## config.mk

```make
export PLATFORM = sky130hd
export DESIGN_NAME = dmem_arbiter
export DESIGN_NICKNAME = d
export VERILOG_FILES = /design/src/rtl/dmem_arb_pkg.sv /design/src/rtl/arb_prio_starve.sv /design/src/rtl/dmem_arbiter.sv
export SDC_FILE = /design/constraint.sdc
export NUM_CORES = 1
export LEC_CHECK = 0
export CORE_AREA = 2 2 170 172
export DETAILED_ROUTE_END_ITERATION = 12
export DIE_AREA = 0 0 172 174
export GPL_ROUTABILITY_DRIVEN = 0
export MAX_ROUTING_LAYER = met4
export PLACE_DENSITY_LB_ADDON = 0.12
export SLEW_MARGIN = 15
export SYNTH_ARGS = -nofsm -noshare
export SYNTH_HDL_FRONTEND = slang
export SYNTH_HIERARCHICAL = 1
export SYNTH_SLANG_ARGS = --single-unit
```

## constraint.sdc

```tcl
create_clock -name CLK -period 3.8 [get_ports CLK]
set_clock_uncertainty 0.1 [all_clocks]
set_input_delay 0.76 -clock CLK [delete_from_list [all_inputs] [get_ports CLK]]
set_output_delay 0.76 -clock CLK [all_outputs]
set_load 0.01 [all_outputs]
```

## src/rtl/dmem_arb_pkg.sv

```systemverilog
// Shared types and constants for the data-memory arbiter.
//   owner_e  : which requester owns a read response in flight
//   STARVE_W : width of the DMA starvation counter
package dmem_arb_pkg;

    localparam int unsigned STARVE_W = 4;

    typedef enum logic [1:0] {
        OWN_NONE,
        OWN_CPU,
        OWN_DMA
    } owner_e;

endpackage

```

## src/rtl/arb_prio_starve.sv

```systemverilog
// Fixed-priority CPU/DMA grant logic with a DMA starvation guard.
// Ports:
//   CLK, Reset      : clock, asynchronous active-low reset
//   CpuReq, DmaReq  : requests from the two masters
//   cpu_gnt, dma_gnt: combinational one-hot (or zero) grant for this cycle
module arb_prio_starve
    import dmem_arb_pkg::*;
#(
    parameter int unsigned STARVE_MAX = 4
) (
    input  logic CLK,
    input  logic Reset,
    input  logic CpuReq,
    input  logic DmaReq,
    output logic cpu_gnt,
    output logic dma_gnt
);

    localparam logic [STARVE_W-1:0] StarveMax = STARVE_W'(STARVE_MAX);

    logic [STARVE_W-1:0] cnt_q, cnt_d;
    logic                starved;

    always_comb begin
        starved = (cnt_q == StarveMax);
        // Grants are held low during reset so nothing is accepted then.
        dma_gnt = Reset & DmaReq & (~CpuReq | starved);
        cpu_gnt = Reset & CpuReq & ~dma_gnt;

        // Count CPU wins only while the DMA is actually waiting.
        cnt_d = cnt_q;
        if (!DmaReq || dma_gnt) begin
            cnt_d = '0;
        end else if (cpu_gnt && !starved) begin
            cnt_d = cnt_q + 1'b1;
        end
    end

    always_ff @(posedge CLK or negedge Reset) begin
        if (!Reset) begin
            cnt_q <= '0;
        end else begin
            cnt_q <= cnt_d;
        end
    end

endmodule

```

## src/rtl/dmem_arbiter.sv

```systemverilog
// Shares one data memory between the CPU memory stage and a DMA engine.
// Commands to memory are registered; read data returns to the winning
// requester two cycles after its grant.
// Ports:
//   CLK, Reset                        : clock, asynchronous active-low reset
//   CpuReq/CpuWE/CpuAddr/CpuWD        : CPU request
//   CpuStall                          : CPU request not granted this cycle
//   CpuRD/CpuValid                    : CPU read response
//   DmaReq/DmaWE/DmaAddr/DmaWD        : DMA request (held until DmaGnt)
//   DmaGnt                            : DMA request accepted this cycle
//   DmaRD/DmaValid                    : DMA read response
//   MemWE/MemA/MemWD                  : registered memory command
//   MemRD                             : combinational memory read data
module dmem_arbiter
    import dmem_arb_pkg::*;
#(
    parameter int unsigned WIDTH      = 48,
    parameter int unsigned STARVE_MAX = 4
) (
    input  logic             CLK,
    input  logic             Reset,
    input  logic             CpuReq,
    input  logic             CpuWE,
    input  logic [WIDTH-1:0] CpuAddr,
    input  logic [WIDTH-1:0] CpuWD,
    output logic             CpuStall,
    output logic [WIDTH-1:0] CpuRD,
    output logic             CpuValid,
    input  logic             DmaReq,
    input  logic             DmaWE,
    input  logic [WIDTH-1:0] DmaAddr,
    input  logic [WIDTH-1:0] DmaWD,
    output logic             DmaGnt,
    output logic [WIDTH-1:0] DmaRD,
    output logic             DmaValid,
    output logic             MemWE,
    output logic [WIDTH-1:0] MemA,
    output logic [WIDTH-1:0] MemWD,
    input  logic [WIDTH-1:0] MemRD
);

    logic cpu_gnt, dma_gnt;

    arb_prio_starve #(
        .STARVE_MAX (STARVE_MAX)
    ) u_arb (
        .CLK     (CLK),
        .Reset   (Reset),
        .CpuReq  (CpuReq),
        .DmaReq  (DmaReq),
        .cpu_gnt (cpu_gnt),
        .dma_gnt (dma_gnt)
    );

    logic             mem_we_q, mem_we_d;
    logic [WIDTH-1:0] mem_a_q, mem_a_d;
    logic [WIDTH-1:0] mem_wd_q, mem_wd_d;
    owner_e           own_q, own_d;
    logic [WIDTH-1:0] cpu_rd_q, cpu_rd_d;
    logic [WIDTH-1:0] dma_rd_q, dma_rd_d;
    logic             cpu_valid_q, cpu_valid_d;
    logic             dma_valid_q, dma_valid_d;

    always_comb begin
        // Issue stage: address/data hold when idle, only WE drops.
        mem_we_d = 1'b0;
        mem_a_d  = mem_a_q;
        mem_wd_d = mem_wd_q;
        own_d    = OWN_NONE;
        if (cpu_gnt) begin
            mem_we_d = CpuWE;
            mem_a_d  = CpuAddr;
            mem_wd_d = CpuWD;
            own_d    = CpuWE ? OWN_NONE : OWN_CPU;
        end else if (dma_gnt) begin
            mem_we_d = DmaWE;
            mem_a_d  = DmaAddr;
            mem_wd_d = DmaWD;
            own_d    = DmaWE ? OWN_NONE : OWN_DMA;
        end

        // Response stage: MemRD belongs to the command issued last cycle.
        cpu_valid_d = (own_q == OWN_CPU);
        dma_valid_d = (own_q == OWN_DMA);
        cpu_rd_d    = cpu_valid_d ? MemRD : cpu_rd_q;
        dma_rd_d    = dma_valid_d ? MemRD : dma_rd_q;
    end

    always_ff @(posedge CLK or negedge Reset) begin
        if (!Reset) begin
            mem_we_q    <= 1'b0;
            mem_a_q     <= '0;
            mem_wd_q    <= '0;
            own_q       <= OWN_NONE;
            cpu_rd_q    <= '0;
            dma_rd_q    <= '0;
            cpu_valid_q <= 1'b0;
            dma_valid_q <= 1'b0;
        end else begin
            mem_we_q    <= mem_we_d;
            mem_a_q     <= mem_a_d;
            mem_wd_q    <= mem_wd_d;
            own_q       <= own_d;
            cpu_rd_q    <= cpu_rd_d;
            dma_rd_q    <= dma_rd_d;
            cpu_valid_q <= cpu_valid_d;
            dma_valid_q <= dma_valid_d;
        end
    end

    assign CpuStall = CpuReq & ~cpu_gnt & Reset;
    assign DmaGnt   = dma_gnt;
    assign MemWE    = mem_we_q;
    assign MemA     = mem_a_q;
    assign MemWD    = mem_wd_q;
    assign CpuRD    = cpu_rd_q;
    assign CpuValid = cpu_valid_q;
    assign DmaRD    = dma_rd_q;
    assign DmaValid = dma_valid_q;

endmodule

```

==> results.py, run 1 <==
metrics = {
    "global_route": {
        "grt_pass1_vias": 6872,
        "grt_overflow": 0,
        "grt_usage_pct": 17.43,
        "antenna_found_initial": 0,
        "grt_pass1_wl_microns": 39190,
        "grt_max_degree": 197,
    },
    "synthesis": {
        "synthMuxAreaShare_pct": 24.93,
        "ys.flop_type": "dfrtp_1",
        "synth-seq-area-share_pct": 59.13,
        "ys_seq_elements": 201,
        "synth_cell_type_count": 29,
        "syn-cell-area_sq_um": 8507,
        "yosys.area_share.simple_pct": 5.898,
        "synthArstFlopShare_pct": 100.0,
        "synth.largest_area_cell": "dfrtp_1",
        "syn_avg_cell_area_sq_um": 12.79,
        "syn_inst": 665,
        "synth_nets": 913,
        "yosysWarnings": 6,
        "synth-edff-count": 0,
        "synth_xor_area_share_pct": 0,
        "synthAdderAreaFrac_pct": 0.2942,
        "synth_top_family_by_area": "multiplexers",
        "synth_top_area_share_pct": 59.13,
        "synth.most_common_cell": "dfrtp_1",
        "ys_top_cells_by_count": "201 x dfrtp_1, 100 x nand2_1, 96 x mux2i_1",
        "ys_top_cells_by_area": "dfrtp_1 59%, mux2i_1 11%, mux2_2 10%",
        "synth_compound_area_share_pct": 6.148,
    },
    "power_and_ir_drop": {
        "pwr_density_cell_nw_per_um2": 503.5,
        "intPower_uw": 5291,
        "ir_drop_mv": 0.3167,
        "comb_power_share_pct": 26.1,
        "cellLeakagePower_uw": 0.005690,
        "switchingPower_uw": 1796,
        "seqPwrFrac_pct": 38.5,
        "pwr-share-clk_pct": 35.5,
        "switching_share_pct": 25.34,
    },
    "finish": {
        "area_growth_pct": 65.47,
        "final_nets": 1343,
        "stdcell_area_sq_um": 14080,
        "insertedDiodeCount": 0,
        "drive_gt1_share_pct": 13.12,
    },
    "clock_network": {
        "clockBufferDepth": 3,
        "cts_tree": "yes",
        "clk_pin_slew_worst_paths_ns": 0.06,
        "cts_setup_buffers": 0,
        "cts.htree.levels": 1,
        "cts_buffers": 24,
        "hold_buffers": 0,
        "cts_root_buf": "clkbuf_16",
        "clock_latency_ns": 0.51,
        "cts_resized": 0,
        "cts_num_sinks": 201,
    },
    "floorplan": {
        "io_pins": 443,
        "die-area_sq_um": 29930,
        "fp.dieH_microns": 174,
        "core_sq_um": 28240,
        "num_rows": 62,
        "initial_core_util_pct": 30.13,
        "die_w_microns": 172,
    },
    "timing": {
        "fin_crit_ns": 3.143,
        "rsz0062_at_grt": "no",
        "max-slew-margin-rel_pct": 41.42,
        "min_period_over_period_pct": 82.70,
        "drv_slew": 0,
        "setup_viol": 0,
        "fin_tns_setup_ns": 0,
        "hold_viol_final": 0,
        "worst_slew_pin_slew_ns": 0.8787,
        "max_freq_ghz": 0.3182,
    },
    "drt": {
        "via_per_inst": 4.441,
        "wirelength_microns": 26350,
        "drc": 0,
        "drtIter0Drc": 238,
        "final_antenna_net_count": 0,
        "vias": 6648,
        "wire_per_inst_microns": 17.60,
        "drt_first_pass_iters": 4,
    },
    "placement": {
        "numPortBuffers": 442,
        "postPlaceCellArea_sq_um": 13210,
        "place_hpwl_microns": 18750,
    },
    "worst_setup_path": {
        "cp.required_ns": 2.94,
        "cp-end-kind": "output port",
        "crit_type": "register to output port",
        "slowest_delay_ns": 0.61,
        "startpoint_type": "register",
        "crit_path_top_delay_cell": "clkdlybuf4s50_1",
        "cp_cell_sequence": "inv_1 > ha_1 > and3b_1 > a21oi_4 > nor2_1 > clkdlybuf4s50_1",
        "crit_arrival_ns": 2.28,
        "cp_max_fo": 4,
    },
    "job": {
        "maxCapViolCount": 0,
    },
    "run_status": {
        "outcome": "finished clean",
    },
    "hold_path": {
        "worst_hold_path_type": "primary input to async pin",
    },
}
metrics by stage:
step	hold slack [ns]	cells	power, uW	setup slack [ns]	util, %
finish	0.08248	1497	7087	0.6573	49.85
CTS	0.09251	1497	7202	0.5873	49.85
global route	0.1101	1497	7416	0.5436	49.85
floorplan	0.3644	665	3394	1.442	-
global placement	0.3858	1453	4616	0.6152	46.77
detailed placement	0.3913	1453	4632	0.6327	46.77
registers in the layout, summed over array words and instances, names as in the netlist:
| signal | flops |
|---|---|
| MemWE | 1 |
| MemWD | 48 |
| own_q | 2 |
| u_arb/cnt_q | 4 |
| CpuValid | 1 |
| MemA | 48 |
| CpuRD | 48 |
| DmaRD | 48 |
| DmaValid | 1 |
path summary, 6_finish.rpt:
kind	cells past startpoint	start	slack (ns)	end
max	6	u_arb/cnt_q[0]	0.66	CpuStall
max reg2reg	8	u_arb/cnt_q[0]	1.34	MemA[28]
min reg2reg	1	CpuRD[17]	0.40	CpuRD[17]
min	1	Reset	0.08	CpuRD[41]
max in group asynchronous	3	Reset	1.83	MemA[22]
min in group CLK	1	CpuRD[17]	0.40	CpuRD[17]
power groups by stage:
stage	Clock, uW	Sequential (uW)	Combinational, uW
after detailed placement	0	2760	1870
final	2510	2730	1850
after CTS	2590	2730	1880
after floorplan	0	2930	462
after global placement	0	2750	1860
after global routing	2660	2780	1980
placed cells by master (no fill, tap or decap), drive strengths merged, types with 3 or more instances in the layout:
cell and n:
nand2b 4, nand3 4, bufinv 5, buf 5
clkinv 3, o21ai 98, inv 5, mux2i 96
mux2 97, clkbuf 35, nand2 101, dfrtp 201
clkdlybuf4s50 441
area by class of cell:
type                       instances  area [sq um]
tap                              384         480.5
timing repair buffer             447          4491
multi-input combinational        416          3187
inverter                           5         18.77
clock buffer                      34         689.4
sequential                       201          5030
clock inverter                    10         180.2
fill                            2608         14160
layer usage:
layer | up-vias | GRT usage, % | routed length (microns)
li1 | 3172 | - | -
met1 | 3138 | 19.37 | 10110
met2 | 291 | 29.70 | 12940
met3 | 47 | 5.373 | 2517
met4 | 0 | 5.637 | 786
met5 | - | - | 0
critical path, delay by kind of cell, from the launching register on:
family	cells	cell delay, ns
AO/OA/AOI/OAI	1	0.08
buffers and inverters	2	0.70
AND/OR/NAND/NOR	2	0.39
adder cells (fa/ha/maj)	1	0.18
flip-flops	1	0.41
cells by family (layout without fill, tap and decap cells):
kind of cell	count (synthesis)	count (layout)
flops	201	201
mux	193	193
simple gates	118	118
compound gates	103	103
buf+inv	48	496
fa+ha+maj	2	2
(Power assumes the default switching activity.)
==> run 2, diff against run 1 <==
CORE_AREA = 2 2 173 175   (was 2 2 170 172)
DIE_AREA = 0 0 175 177   (was 0 0 172 174)
clock period = 2.9 ns   (was 3.8 ns; I/O delays follow)
==> results.py, run 2 (same netlist as run 1, synthesis figures left out) <==
metrics = {
    "run_status": {
        "outcome": "finished clean",
    },
    "clock_network": {
        "cts_setup_buffers": 0,
        "cts_root_buf": "clkbuf_16",
        "cts_num_sinks": 201,
        "cts_tree": "yes",
        "clock_latency_ns": 0.51,
        "clockBufferDepth": 3,
        "clk_pin_slew_worst_paths_ns": 0.06,
        "cts.htree.levels": 1,
        "cts_buffers": 25,
    },
    "global_route": {
        "grt_overflow": 0,
        "use_met3_pct": 5.885,
        "grt_pass1_vias": 6978,
        "grtUsageMet1_pct": 19.93,
        "grt_pass1_wl_microns": 40250,
        "antenna_found_initial": 1,
        "grt_usage_pct": 17.18,
        "top_usage_layer": "met2",
        "grt_max_degree": 197,
        "grtUsageMet2_pct": 28.51,
    },
    "worst_setup_path": {
        "cp_cell_sequence": "dlygate4sd3_1 > buf_8 > nand2_2 > a21oi_4 > nor2_1 > dlygate4sd2_1",
        "crit_path_top_delay_cell": "dlygate4sd3_1",
        "cp.required_ns": 2.22,
        "crit_arrival_ns": 2.12,
        "startpoint_type": "primary input",
        "r2r_start": "u_arb/cnt_q[0]",
        "crit_type": "primary input to output port",
        "cp_max_fo": 24,
        "r2r_end": "MemWD[37]",
        "r2r_cells": 8,
        "slowest_delay_ns": 0.61,
        "ff2ff_setup_slack_ns": 0.51,
        "cp-end-kind": "output port",
    },
    "finish": {
        "layout.cells.most_common": "clkdlybuf4s50_1",
        "final_nets": 1346,
        "layout_common_cells": "439 x clkdlybuf4s50_1, 201 x dfrtp_1, 100 x nand2_1",
        "post-route-util_pct": 48.15,
        "num-fill-cells": 2718,
        "area_growth_pct": 65.54,
        "drive_gt1_share_pct": 13.46,
        "fin_cells": 1505,
    },
    "floorplan": {
        "io_pins": 443,
        "core_sq_um": 29240,
        "die-area_sq_um": 30980,
        "initial_core_util_pct": 29.09,
        "die_w_microns": 175,
        "fp.dieH_microns": 177,
        "num_rows": 63,
    },
    "job": {
        "maxCapViolCount": 0,
    },
    "hold_path": {
        "min_path_cells": 1,
        "holdPathEnd": "CpuRD[10]",
        "min-delay-start": "CpuRD[10]",
        "worst_hold_path_type": "register to register",
    },
    "drt": {
        "final_antenna_net_count": 0,
        "drtIter0Drc": 221,
        "wirelength_microns": 26650,
        "wire_per_inst_microns": 17.71,
        "drc": 0,
        "via_per_inst": 4.376,
        "drt_first_pass_iters": 4,
        "vias": 6586,
    },
    "timing": {
        "max_freq_ghz": 0.3574,
        "setup_ws_ns": 0.1023,
        "worst_slew_pin_slew_ns": 0.8524,
        "timing.hold.ws_ns": 0.4013,
        "drv_slew": 0,
        "max-slew-margin-rel_pct": 43.17,
        "setup_viol": 0,
        "rsz0062_at_grt": "no",
        "fin_tns_setup_ns": 0,
        "fin_crit_ns": 2.798,
        "hold_viol_final": 0,
        "min_period_over_period_pct": 96.47,
    },
    "power_and_ir_drop": {
        "pwr_density_cell_nw_per_um2": 650.3,
        "cellLeakagePower_uw": 0.005705,
        "ir_drop_mv": 0.3041,
    },
    "placement": {
        "numPortBuffers": 442,
        "dpl_worst_slack_ns": 0.1653,
        "place_hpwl_microns": 18810,
        "place_inst": 1460,
    },
}
==> run 2: where the power goes <==
group,switching [uW],total (uW),internal [uW]
sequential,257,3570,3310
combinational,888,2420,1530
clock,1210,3170,1960
total,2360,9160,6800
==> run 2: metal layers <==
layer	routed length, microns	vias to the layer above
li1	-	3166
met5	0	-
met2	12990	286
met3	2396	36
met1	10760	3098
met4	497	0
==> run 2: metrics by stage <==
step	area, sq um	total power, uW
global placement	13230	6045
finish	14080	9157
global route	14080	9652
CTS	14080	9314
floorplan	8507	4447
detailed placement	13230	6061
==> run 2: final cells by class <==
class	instances	area [sq um]	share of cell area (%)
sequential	201	5030	35.72
timing repair buffer	449	4519	32.09
multi-input combinational	416	3187	22.63
clock buffer	32	701.9	4.984
tap	390	488.0	3.465
clock inverter	11	135.1	0.9596
inverter	5	18.77	0.1333
antenna	1	2.502	0.01777
==> run 2: worst max path at each step <==
stage | endpoint | start | slack (ns)
after global placement | DmaGnt | CpuReq | 0.15
final | CpuStall | Reset | 0.10
after floorplan | CpuStall | u_arb/cnt_q[0] | 0.72
after global routing | CpuStall | Reset | 0.01
after detailed placement | DmaGnt | CpuReq | 0.17
after CTS | CpuStall | Reset | 0.02
==> run 2: repair_timing <==
action / CTS / global route
gates resized for setup: 2 / 1
setup endpoints to repair: 2 / 1
endpoints found under the hold margin: 19 / 0
hold buffers: 1 / 0
==> run 2: worst max-delay path, delay by kind of cell <==
family          cells  cell delay, ns
buf+inv             3            1.16
simple gates        2            0.19
compound gates      1            0.18
==> run 3, diff against run 2 <==
ABC_AREA = 1   (was default)
CORE_AREA = 2 2 171 173   (was 2 2 173 175)
DIE_AREA = 0 0 173 175   (was 0 0 175 177)
==> results.py, run 3 <==
metrics = {
    "placement": {
        "postPlaceCellArea_sq_um": 13190,
        "numPortBuffers": 442,
        "place_inst": 1771,
        "place_hpwl_microns": 22130,
    },
    "clock_network": {
        "cts_setup_buffers": 0,
        "clock_latency_ns": 0.50,
        "cts_tree": "yes",
        "clockBufferDepth": 3,
        "clk_pin_slew_worst_paths_ns": 0.06,
        "cts_num_sinks": 201,
        "cts.htree.levels": 1,
        "cts_root_buf": "clkbuf_16",
        "cts_buffers": 24,
    },
    "global_route": {
        "grt_pass1_vias": 8363,
        "antenna_found_initial": 5,
        "grt_max_degree": 165,
        "grt_usage_pct": 20.90,
        "grt_overflow": 0,
        "grt_pass1_wl_microns": 48100,
    },
    "drt": {
        "wl_met1_microns": 12780,
        "top_layer_used": "met4",
        "wirelength_microns": 31580,
        "drc": 0,
        "vias": 8204,
        "drt_first_pass_iters": 7,
        "via_per_inst": 4.508,
        "drtIter0Drc": 426,
        "final_antenna_net_count": 0,
        "wl_met2_microns": 15290,
        "dr_wl_met3_microns": 2558,
        "wire_per_inst_microns": 17.35,
    },
    "finish": {
        "layout.cells.most_common": "nand2_1",
        "final_nets": 1662,
        "drive_gt1_share_pct": 4.822,
        "layout_common_cells": "499 x nand2_1, 440 x clkdlybuf4s50_1, 201 x dfrtp_1",
        "post-route-util_pct": 49.46,
        "stdcell_area_sq_um": 14040,
        "fin_cells": 1820,
        "area_growth_pct": 67.28,
    },
    "synthesis": {
        "synth_nets": 1235,
        "syn-cell-area_sq_um": 8394,
        "synth.most_common_cell": "nand2_1",
        "synthArstFlopShare_pct": 100.0,
        "ys_top_cells_by_count": "499 x nand2_1, 201 x dfrtp_1, 197 x nand3_1",
        "ys_top_cells_by_area": "dfrtp_1 60%, nand2_1 22%, nand3_1 12%",
        "syn_inst": 987,
        "syn_avg_cell_area_sq_um": 8.505,
        "synth-seq-area-share_pct": 59.92,
        "synth_top_area_share_pct": 59.92,
        "synth_cell_type_count": 18,
        "yosysWarnings": 6,
        "ys_seq_elements": 201,
        "ys.flop_type": "dfrtp_1",
        "synth-edff-count": 0,
        "synth.largest_area_cell": "dfrtp_1",
    },
    "run_status": {
        "outcome": "finished clean",
    },
    "worst_setup_path": {
        "cp_max_fo": 4,
        "startpoint_type": "register",
        "cp.required_ns": 2.22,
        "cp-end-kind": "output port",
        "r2r_start": "u_arb/cnt_q[1]",
        "crit_arrival_ns": 2.10,
        "crit_type": "register to output port",
        "startpoint": "u_arb/cnt_q[0]",
    },
    "timing": {
        "timing.hold.ws_ns": 0.06734,
        "drv_slew": 0,
        "fin_tns_setup_ns": 0,
        "hold_viol_final": 0,
        "rsz0062_at_grt": "no",
        "fin_crit_ns": 2.776,
        "min_period_over_period_pct": 95.74,
        "max-slew-margin-rel_pct": 23.89,
        "worst_slew_pin_slew_ns": 1.142,
        "max_freq_ghz": 0.3602,
        "setup_viol": 0,
    },
    "power_and_ir_drop": {
        "pwr_density_cell_nw_per_um2": 667.3,
        "ir_drop_mv": 0.3090,
        "cellLeakagePower_uw": 0.006451,
    },
    "floorplan": {
        "num_rows": 62,
        "io_pins": 443,
        "die_w_microns": 173,
        "die-area_sq_um": 30280,
        "core_sq_um": 28390,
        "fp.dieH_microns": 175,
        "initial_core_util_pct": 29.57,
    },
    "hold_path": {
        "worst_hold_path_type": "primary input to async pin",
    },
    "job": {
        "maxCapViolCount": 0,
    },
}
==> run 3: what timing repair did <==
| item | CTS | global route |
|---|---|---|
| gates resized for setup | 1 | 0 |
| endpoints found under the hold margin | 9 | 0 |
| endpoints found under the setup margin | 1 | 0 |
| hold buffers | 1 | 0 |
==> run 3: cells by family (layout without fill, tap and decap cells) <==
kind of cell             after synthesis  count (layout)  share of synthesized area, %
adder cells (fa/ha/maj)                2               2                        0.2981
AND/OR/NAND/NOR                      708             708                         34.83
buffers and inverters                 74             518                         4.829
other                                  0               5                             0
AO/OA/AOI/OAI                          2               2                        0.1191
flip-flops                           201             201                         59.92
==> run 3: layer usage <==
metal | vias up | GRT usage [%]
li1 | 3988 | -
met1 | 3835 | 24.98
met2 | 328 | 33.90
met3 | 53 | 6.049
met4 | 0 | 7.097
met5 | - | -
==> run 3: through the flow <==
| stage | power (uW) | worst slack (ns) |
|---|---|---|
| 2_1_floorplan | 4529 | 0.7260 |
| 3_3_place_gp | 6275 | 0.1220 |
| 3_5_place_dp | 6298 | 0.05060 |
| 4_1_cts | 9519 | 0.06387 |
| 5_1_grt | 9868 | 0.002607 |
| 6_report | 9370 | 0.1236 |
==> run 3: worst max-delay path, stage by stage (launching register included) <==
cell and delay (ns):
dfrtp_1 0.39, inv_2 0.09, ha_1 0.15, nand3_1 0.13
nand2_1 0.09, nand2_1 0.07, clkinv_2 0.11, clkdlybuf4s50_1 0.56
==> run 3: worst paths after layout <==
kind                              to  slack (ns)  cells past startpoint
hold / removal             CpuRD[13]        0.07                      2
max in group asynchronous  DmaRD[43]        1.66                      2
min in group CLK           DmaRD[45]        0.38                      2
setup reg to reg            MemA[38]        0.43                     12
setup / recovery              DmaGnt        0.12                      7
hold reg to reg            DmaRD[45]        0.38                      2
==> run 3: cell type report <==
cell class | count | area (sq um)
multi-input cells | 712 | 2977
diodes | 5 | 12.51
repair buffers | 463 | 4662
clock inverters | 5 | 78.83
well taps | 384 | 480.5
inverters | 12 | 47.55
flip-flops and latches | 201 | 5030
fillers | 2766 | 14350
clock buffers | 38 | 754.5
==> run 3: power by group <==
group	switching (uW)	internal, uW
Clock	1190	1950
Sequential	299	3340
Combinational	1120	1460
